## src/rtl/uart_rx.sv

```systemverilog
// uart_rx: 8N1 UART receiver with 2-flop input synchronizer, oversampled
// bit timing and 3-sample majority-vote bit decisions. A received byte is
// offered on a valid/ack handshake. Framing errors pulse frame_err_o, and a
// byte that lands on an unconsumed one sets the sticky overrun_o flag.
// Optional build macro UART_RX_PARITY_EN switches to 8E1 framing and adds
// the parity_err_o pulse output.
module uart_rx #(
    parameter int CLK_FREQ   = 100000000,
    parameter int BAUD       = 9600,
    parameter int OVERSAMPLE = 16
) (
    input  logic       clk_i,
    input  logic       rst_ni,
    input  logic       uart_txd_i,
    output logic [7:0] byte_o,
    output logic       valid_o,
    input  logic       ack_i,
    output logic       frame_err_o,
`ifdef UART_RX_PARITY_EN
    output logic       parity_err_o,
`endif
    output logic       overrun_o
);

    // Clock cycles per oversample tick; must be at least 2.
    localparam int DIV   = CLK_FREQ / (BAUD * OVERSAMPLE);
    localparam int DIV_W = (DIV > 1) ? $clog2(DIV) : 1;
    localparam int S_W   = $clog2(OVERSAMPLE);

    localparam logic [DIV_W-1:0] DIV_LAST = DIV_W'(DIV - 1);
    localparam logic [S_W-1:0]   S_LAST   = S_W'(OVERSAMPLE - 1);
    // The third of the three centre samples; the vote is taken right after it.
    localparam logic [S_W-1:0]   S_DECIDE = S_W'(OVERSAMPLE / 2 + 1);

    typedef enum logic [2:0] {
        ST_IDLE,
        ST_START,
        ST_DATA,
        ST_PARITY,
        ST_STOP,
        ST_BREAK
    } state_t;

    state_t           state_q;
    state_t           state_d;

    logic [1:0]       sync_q;
    logic             line;
    logic             line_q;
    logic [2:0]       samp_q;
    logic [DIV_W-1:0] div_cnt;
    logic [S_W-1:0]   s_cnt;
    logic [2:0]       bit_cnt;
    logic [7:0]       shift_q;
    logic             decide_q;

    logic             tick;
    logic             s_wrap;
    logic             bit_val;
    logic             stop_decide;

    assign line        = sync_q[1];
    assign tick        = (div_cnt == DIV_LAST);
    assign s_wrap      = tick && (s_cnt == S_LAST);
    assign bit_val     = (samp_q[0] & samp_q[1]) | (samp_q[0] & samp_q[2]) |
                         (samp_q[1] & samp_q[2]);
    assign stop_decide = (state_q == ST_STOP) && decide_q;

    // Bring the asynchronous serial line into the clock domain; idle level is 1.
    always_ff @(posedge clk_i or negedge rst_ni) begin
        if (!rst_ni) begin
            sync_q <= 2'b11;
            line_q <= 1'b1;
        end else begin
            // NOTE: non-blocking assignments make every flop here see the
            // pre-edge values, so the two stages really are two stages.
            sync_q <= {sync_q[0], uart_txd_i};
            line_q <= line;
        end
    end

    // Oversample tick divider, sample index and the 3-deep sample window.
    always_ff @(posedge clk_i or negedge rst_ni) begin
        if (!rst_ni) begin
            div_cnt  <= '0;
            s_cnt    <= '0;
            decide_q <= 1'b0;
            samp_q   <= 3'b111;
        end else begin
            if (tick) begin
                samp_q <= {samp_q[1:0], line};
            end
            if (state_q == ST_IDLE || state_q == ST_BREAK) begin
                // Held at zero so the first tick lands DIV cycles after the start edge.
                div_cnt  <= '0;
                s_cnt    <= '0;
                decide_q <= 1'b0;
            end else begin
                div_cnt  <= tick ? '0 : div_cnt + 1'b1;
                decide_q <= tick && (s_cnt == S_DECIDE);
                if (tick) begin
                    s_cnt <= (s_cnt == S_LAST) ? '0 : s_cnt + 1'b1;
                end
            end
        end
    end

    // FSM state register.
    always_ff @(posedge clk_i or negedge rst_ni) begin
        if (!rst_ni) begin
            state_q <= ST_IDLE;
        end else begin
            state_q <= state_d;
        end
    end

    // FSM next-state logic: frame sequencing driven by ticks and bit decisions.
    always_comb begin
        // NOTE: default first so every path assigns state_d and no latch is inferred.
        state_d = state_q;
        case (state_q)
            ST_IDLE: begin
                if (line_q && !line) begin
                    state_d = ST_START;
                end
            end
            ST_START: begin
                if (decide_q && bit_val) begin
                    state_d = ST_IDLE;
                end else if (s_wrap) begin
                    state_d = ST_DATA;
                end
            end
            ST_DATA: begin
                if (s_wrap && bit_cnt == 3'd7) begin
`ifdef UART_RX_PARITY_EN
                    state_d = ST_PARITY;
`else
                    state_d = ST_STOP;
`endif
                end
            end
            ST_PARITY: begin
                if (s_wrap) begin
                    state_d = ST_STOP;
                end
            end
            ST_STOP: begin
                if (decide_q) begin
                    state_d = bit_val ? ST_IDLE : ST_BREAK;
                end
            end
            ST_BREAK: begin
                if (line) begin
                    state_d = ST_IDLE;
                end
            end
            default: state_d = ST_IDLE;
        endcase
    end

    // Data bit counter and LSB-first shift register.
    always_ff @(posedge clk_i or negedge rst_ni) begin
        if (!rst_ni) begin
            bit_cnt <= '0;
            shift_q <= '0;
        end else begin
            if (state_q == ST_START) begin
                bit_cnt <= '0;
            end else if (state_q == ST_DATA && s_wrap) begin
                bit_cnt <= bit_cnt + 1'b1;
            end
            if (state_q == ST_DATA && decide_q) begin
                shift_q <= {bit_val, shift_q[7:1]};
            end
        end
    end

    // Consumer handshake, overrun tracking and error pulses.
    always_ff @(posedge clk_i or negedge rst_ni) begin
        if (!rst_ni) begin
            byte_o      <= '0;
            valid_o     <= 1'b0;
            overrun_o   <= 1'b0;
            frame_err_o <= 1'b0;
`ifdef UART_RX_PARITY_EN
            parity_err_o <= 1'b0;
`endif
        end else begin
            frame_err_o <= stop_decide && !bit_val;
`ifdef UART_RX_PARITY_EN
            parity_err_o <= (state_q == ST_PARITY) && decide_q && (bit_val != ^shift_q);
`endif
            if (stop_decide && bit_val) begin
                byte_o  <= shift_q;
                valid_o <= 1'b1;
                // An ack in the same cycle consumes the old byte: no overrun.
                if (valid_o) begin
                    overrun_o <= !ack_i;
                end
            end else if (valid_o && ack_i) begin
                valid_o   <= 1'b0;
                overrun_o <= 1'b0;
            end
        end
    end

endmodule

```

## config.mk

```make
export PLATFORM = sky130hd
export DESIGN_NAME = uart_rx
export DESIGN_NICKNAME = d
export VERILOG_FILES = /design/src/rtl/uart_rx.sv
export SDC_FILE = /design/constraint.sdc
export NUM_CORES = 1
export LEC_CHECK = 0
export CAP_MARGIN = 40
export CORE_UTILIZATION = 50
export CTS_BUF_LIST = sky130_fd_sc_hd__clkbuf_8
export DETAILED_ROUTE_END_ITERATION = 8
export PLACE_DENSITY_LB_ADDON = 0.12
export SYNTH_ARGS = -nofsm -noshare
export SYNTH_HDL_FRONTEND = slang
export SYNTH_SLANG_ARGS = --single-unit
```

## constraint.sdc

```tcl
create_clock -name clk_i -period 1.85 [get_ports clk_i]
set_input_delay 0.555 -clock clk_i [delete_from_list [all_inputs] [get_ports clk_i]]
set_output_delay 0.555 -clock clk_i [all_outputs]
set_load 0.1 [all_outputs]
```

==> flow_metrics.tcl <==
set metrics [dict create \
    grt.total_usage_pct 17.4 \
    viasPerCell 5.61 \
    grt_overflow 0 \
    max_slew_margin_pct 71.0 \
    crit_fanout 6 \
    io_buffers 14 \
    place.detailed.hpwl_um 2500 \
    outcome "finished clean" \
    fillers 311 \
    syn_inst 176 \
    synth_area_per_cell_um2 11.9 \
    ir_drop_mv 0.481 \
    antenna_found_initial 0 \
    crit_type "reg -> reg" \
    cp_top_family "simple AND/OR/NAND/NOR gates" \
    coreArea_um2 4000 \
    synthFlopType "dfrtp_1" \
    ys_ff_latch 46 \
    slowest_delay_ns 0.44 \
    power_w 0.00203 \
    syn_nets 186 \
    wl_um 3350 \
    rsz0062_at_grt "false" \
    cts.path.max_buffers 2 \
    cts-root-buf "clkbuf_8" \
    place_congestion 0.796 \
    n_antenna_cell 0 \
    end_kind "register" \
    power_density_nw_per_um2 806 \
    final_common_cell "dfrtp_1" \
    fmax_mhz 575 \
    synth_enable_flop_cells 0 \
    worstPathArrival_ns 1.93 \
    wire_per_inst_um 13.7 \
    area_delta_synth_final_pct 20.0 \
    startpoint "div_cnt[0]" \
    crit_required_ns 2.04 \
    numCtsBuffers 5 \
    post-route-period-util_pct 94.0 \
    cap_viol_max_count 0 \
    yosys_warnings 0 \
    p_int_w 0.00143 \
    period_needed_ns 1.74 \
    drt-initial-drc-count 45 \
    worstSkewPairLatency_ns 0.30 \
    fin_nets 204 \
    vias 1374 \
    syn_area_um2 2090 \
    skew_ns 0.0110 \
    slowest_stage "dfrtp_1" \
    drv_slew 0 \
    finish.utilization_pct 62.8 \
    synth_cell_types 44 \
    min-delay-path-class "in -> async" \
    fin_hold_ws_ns 0.183 \
    layoutNonFillerInstCount 245 \
    dieHeight_um 66.7 \
    async_reset_ff_share_pct 100 \
    path_cells "inv_1 -> ha_1 -> and3b_2 -> nand4_2 -> or2_1 -> a32o_2" \
    seq_area_frac_synth_pct 55.3 \
    clkPwrFrac_pct 30.7 \
    drtAntennaViolNets 0 \
    dpl.cell_count 237 \
    grt_pass1_wl_um 5760 \
    worst_pin_slew_ns 0.435 \
    p_leak_nw 1.14 \
    tns_ns 0 \
    drc_errors 0 \
    pwr-share-comb_pct 14.1 \
    drive_gt1_share_pct 28.7 \
    p_sw_share_pct 29.2 \
    critPathLaunchType "register" \
    reg2reg_from "div_cnt[0]" \
    worst-path-buf-inv 1 \
    clk_pin_slew_ns 0.09 \
    grt_pass1_vias 1316 \
    start_util_pct 52.3 \
    mostFrequentLayoutCells "40 x dfrtp_1, 17 x nor2_1, 16 x mux2_2" \
    grt_max_degree 29 \
    p_seq_share_pct 55.2 \
    ios 15 \
    fp.dieW_um 66.7 \
    firstDrtPassIters 4 \
    holdBufCountCts 0 \
    hold_viol_final 0 \
    die_area_um2 4450 \
    setup_violations 0 \
    switchingPower_w 0.000591 \
    cts_sinks 46 \
    cts_tree "built" \
    rows 23 \
    htreeDepth 2 \
]
## flip-flops by register name (all words and copies together) (netlist names)
name / flops
div_cnt: 10
byte_o: 8
shift_q: 8
s_cnt: 4
bit_cnt: 3
samp_q: 3
state_q: 3
sync_q: 2
decide_q: 1
frame_err_o: 1
line_q: 1
overrun_o: 1
valid_o: 1
## kinds of logic (layout without fill, tap and decap cells)
logic type	after synthesis	in the layout	synth area share (%)
AOI/OAI and AO/OA	22	22	8.19
xor gates and xnor gates	10	10	4.18
buffers and inverters	11	30	2.39
and+or+nand+nor	60	60	15.0
muxes	20	20	10.8
adders and majority gates	7	7	4.12
DFF	46	46	55.3
## per-layer routing
layer | vias to the layer above | global-route usage [%] | part of all wire (%)
met5 | - | 0 | 0
met2 | 24 | 30.6 | 52
met3 | 4 | 4.62 | 3.3
met4 | 0 | 4.79 | 1.0
li1 | 652 | - | -
met1 | 694 | 20.9 | 44
## metrics by stage
step / cell area [µm²] / setup slack, ns
2_1_floorplan: 2090 / 0.270
3_3_place_gp: 2400 / 0.188
3_5_place_dp: 2400 / 0.121
4_1_cts: 2500 / 0.0795
5_1_grt: 2510 / 0.00358
6_report: 2510 / 0.112
## synth_stat cells, types with 2 or more instances
| library cell | instances | area (µm²) |
|---|---|---|
| a21oi_1 | 2 | 10.0 |
| o21ai_0 | 3 | 15.0 |
| mux2_2 | 16 | 180 |
| inv_1 | 5 | 18.8 |
| dfrtp_1 | 40 | 1000 |
| xnor2_1 | 6 | 52.6 |
| a31o_1 | 3 | 26.3 |
| mux2_1 | 4 | 45.0 |
| buf_2 | 4 | 20.0 |
| and3_1 | 2 | 12.5 |
| nor3_1 | 4 | 20.0 |
| nand4_2 | 2 | 25.0 |
| or2_1 | 3 | 18.8 |
| xor2_1 | 4 | 35.0 |
| dfstp_2 | 6 | 158 |
| nand3_1 | 9 | 45.0 |
| nor2_1 | 17 | 63.8 |
| o22ai_1 | 2 | 12.5 |
| nand2b_1 | 2 | 12.5 |
| nand2_1 | 11 | 41.3 |
| nor4_1 | 3 | 18.8 |
| ha_1 | 6 | 75.1 |
## worst register-to-register path: stages (launching register included)
cell and delay, ns:
dfrtp_1 0.44, inv_1 0.08, ha_1 0.13, and3b_2 0.24
nand4_2 0.19, or2_1 0.30, a32o_2 0.26
## power groups by stage
stage / Sequential, W / Combinational (W) / Clock, W
after global placement: 0.00113 / 0.000268 / 0
after floorplan: 0.00110 / 0.000226 / 0
after global routing: 0.00113 / 0.000316 / 0.000690
after CTS: 0.00112 / 0.000280 / 0.000649
after detailed placement: 0.00114 / 0.000277 / 0
final: 0.00112 / 0.000285 / 0.000621
## final timing paths
| check | depth (start not counted) | endpoint | slack [ns] |
|---|---|---|---|
| max | 6 | bit_cnt[0] | 0.11 |
| min | 1 | byte_o[3] | 0.18 |
| max in group asynchronous | 2 | samp_q[2] | 1.10 |
| min in group clk_i | 0 | sync_q[1] | 0.36 |
| max reg2reg | 6 | bit_cnt[0] | 0.11 |
| min reg2reg | 0 | sync_q[1] | 0.36 |
## final cells by class
cell class	count	area (µm²)	area share (%)
multi-input cells	119	898	35.8
inverters	5	18.8	0.747
clock buffers	5	68.8	2.74
well taps	50	62.6	2.49
flip-flops and latches	46	1160	46.1
clock inverters	3	25.0	0.996
repair buffers	17	280	11.2
## timing repair
item	4_1_cts	5_1_grt
resized for setup	0	3
endpoints found under the setup margin	0	3
buffers inserted	0	0
(Power assumes the default switching activity.)
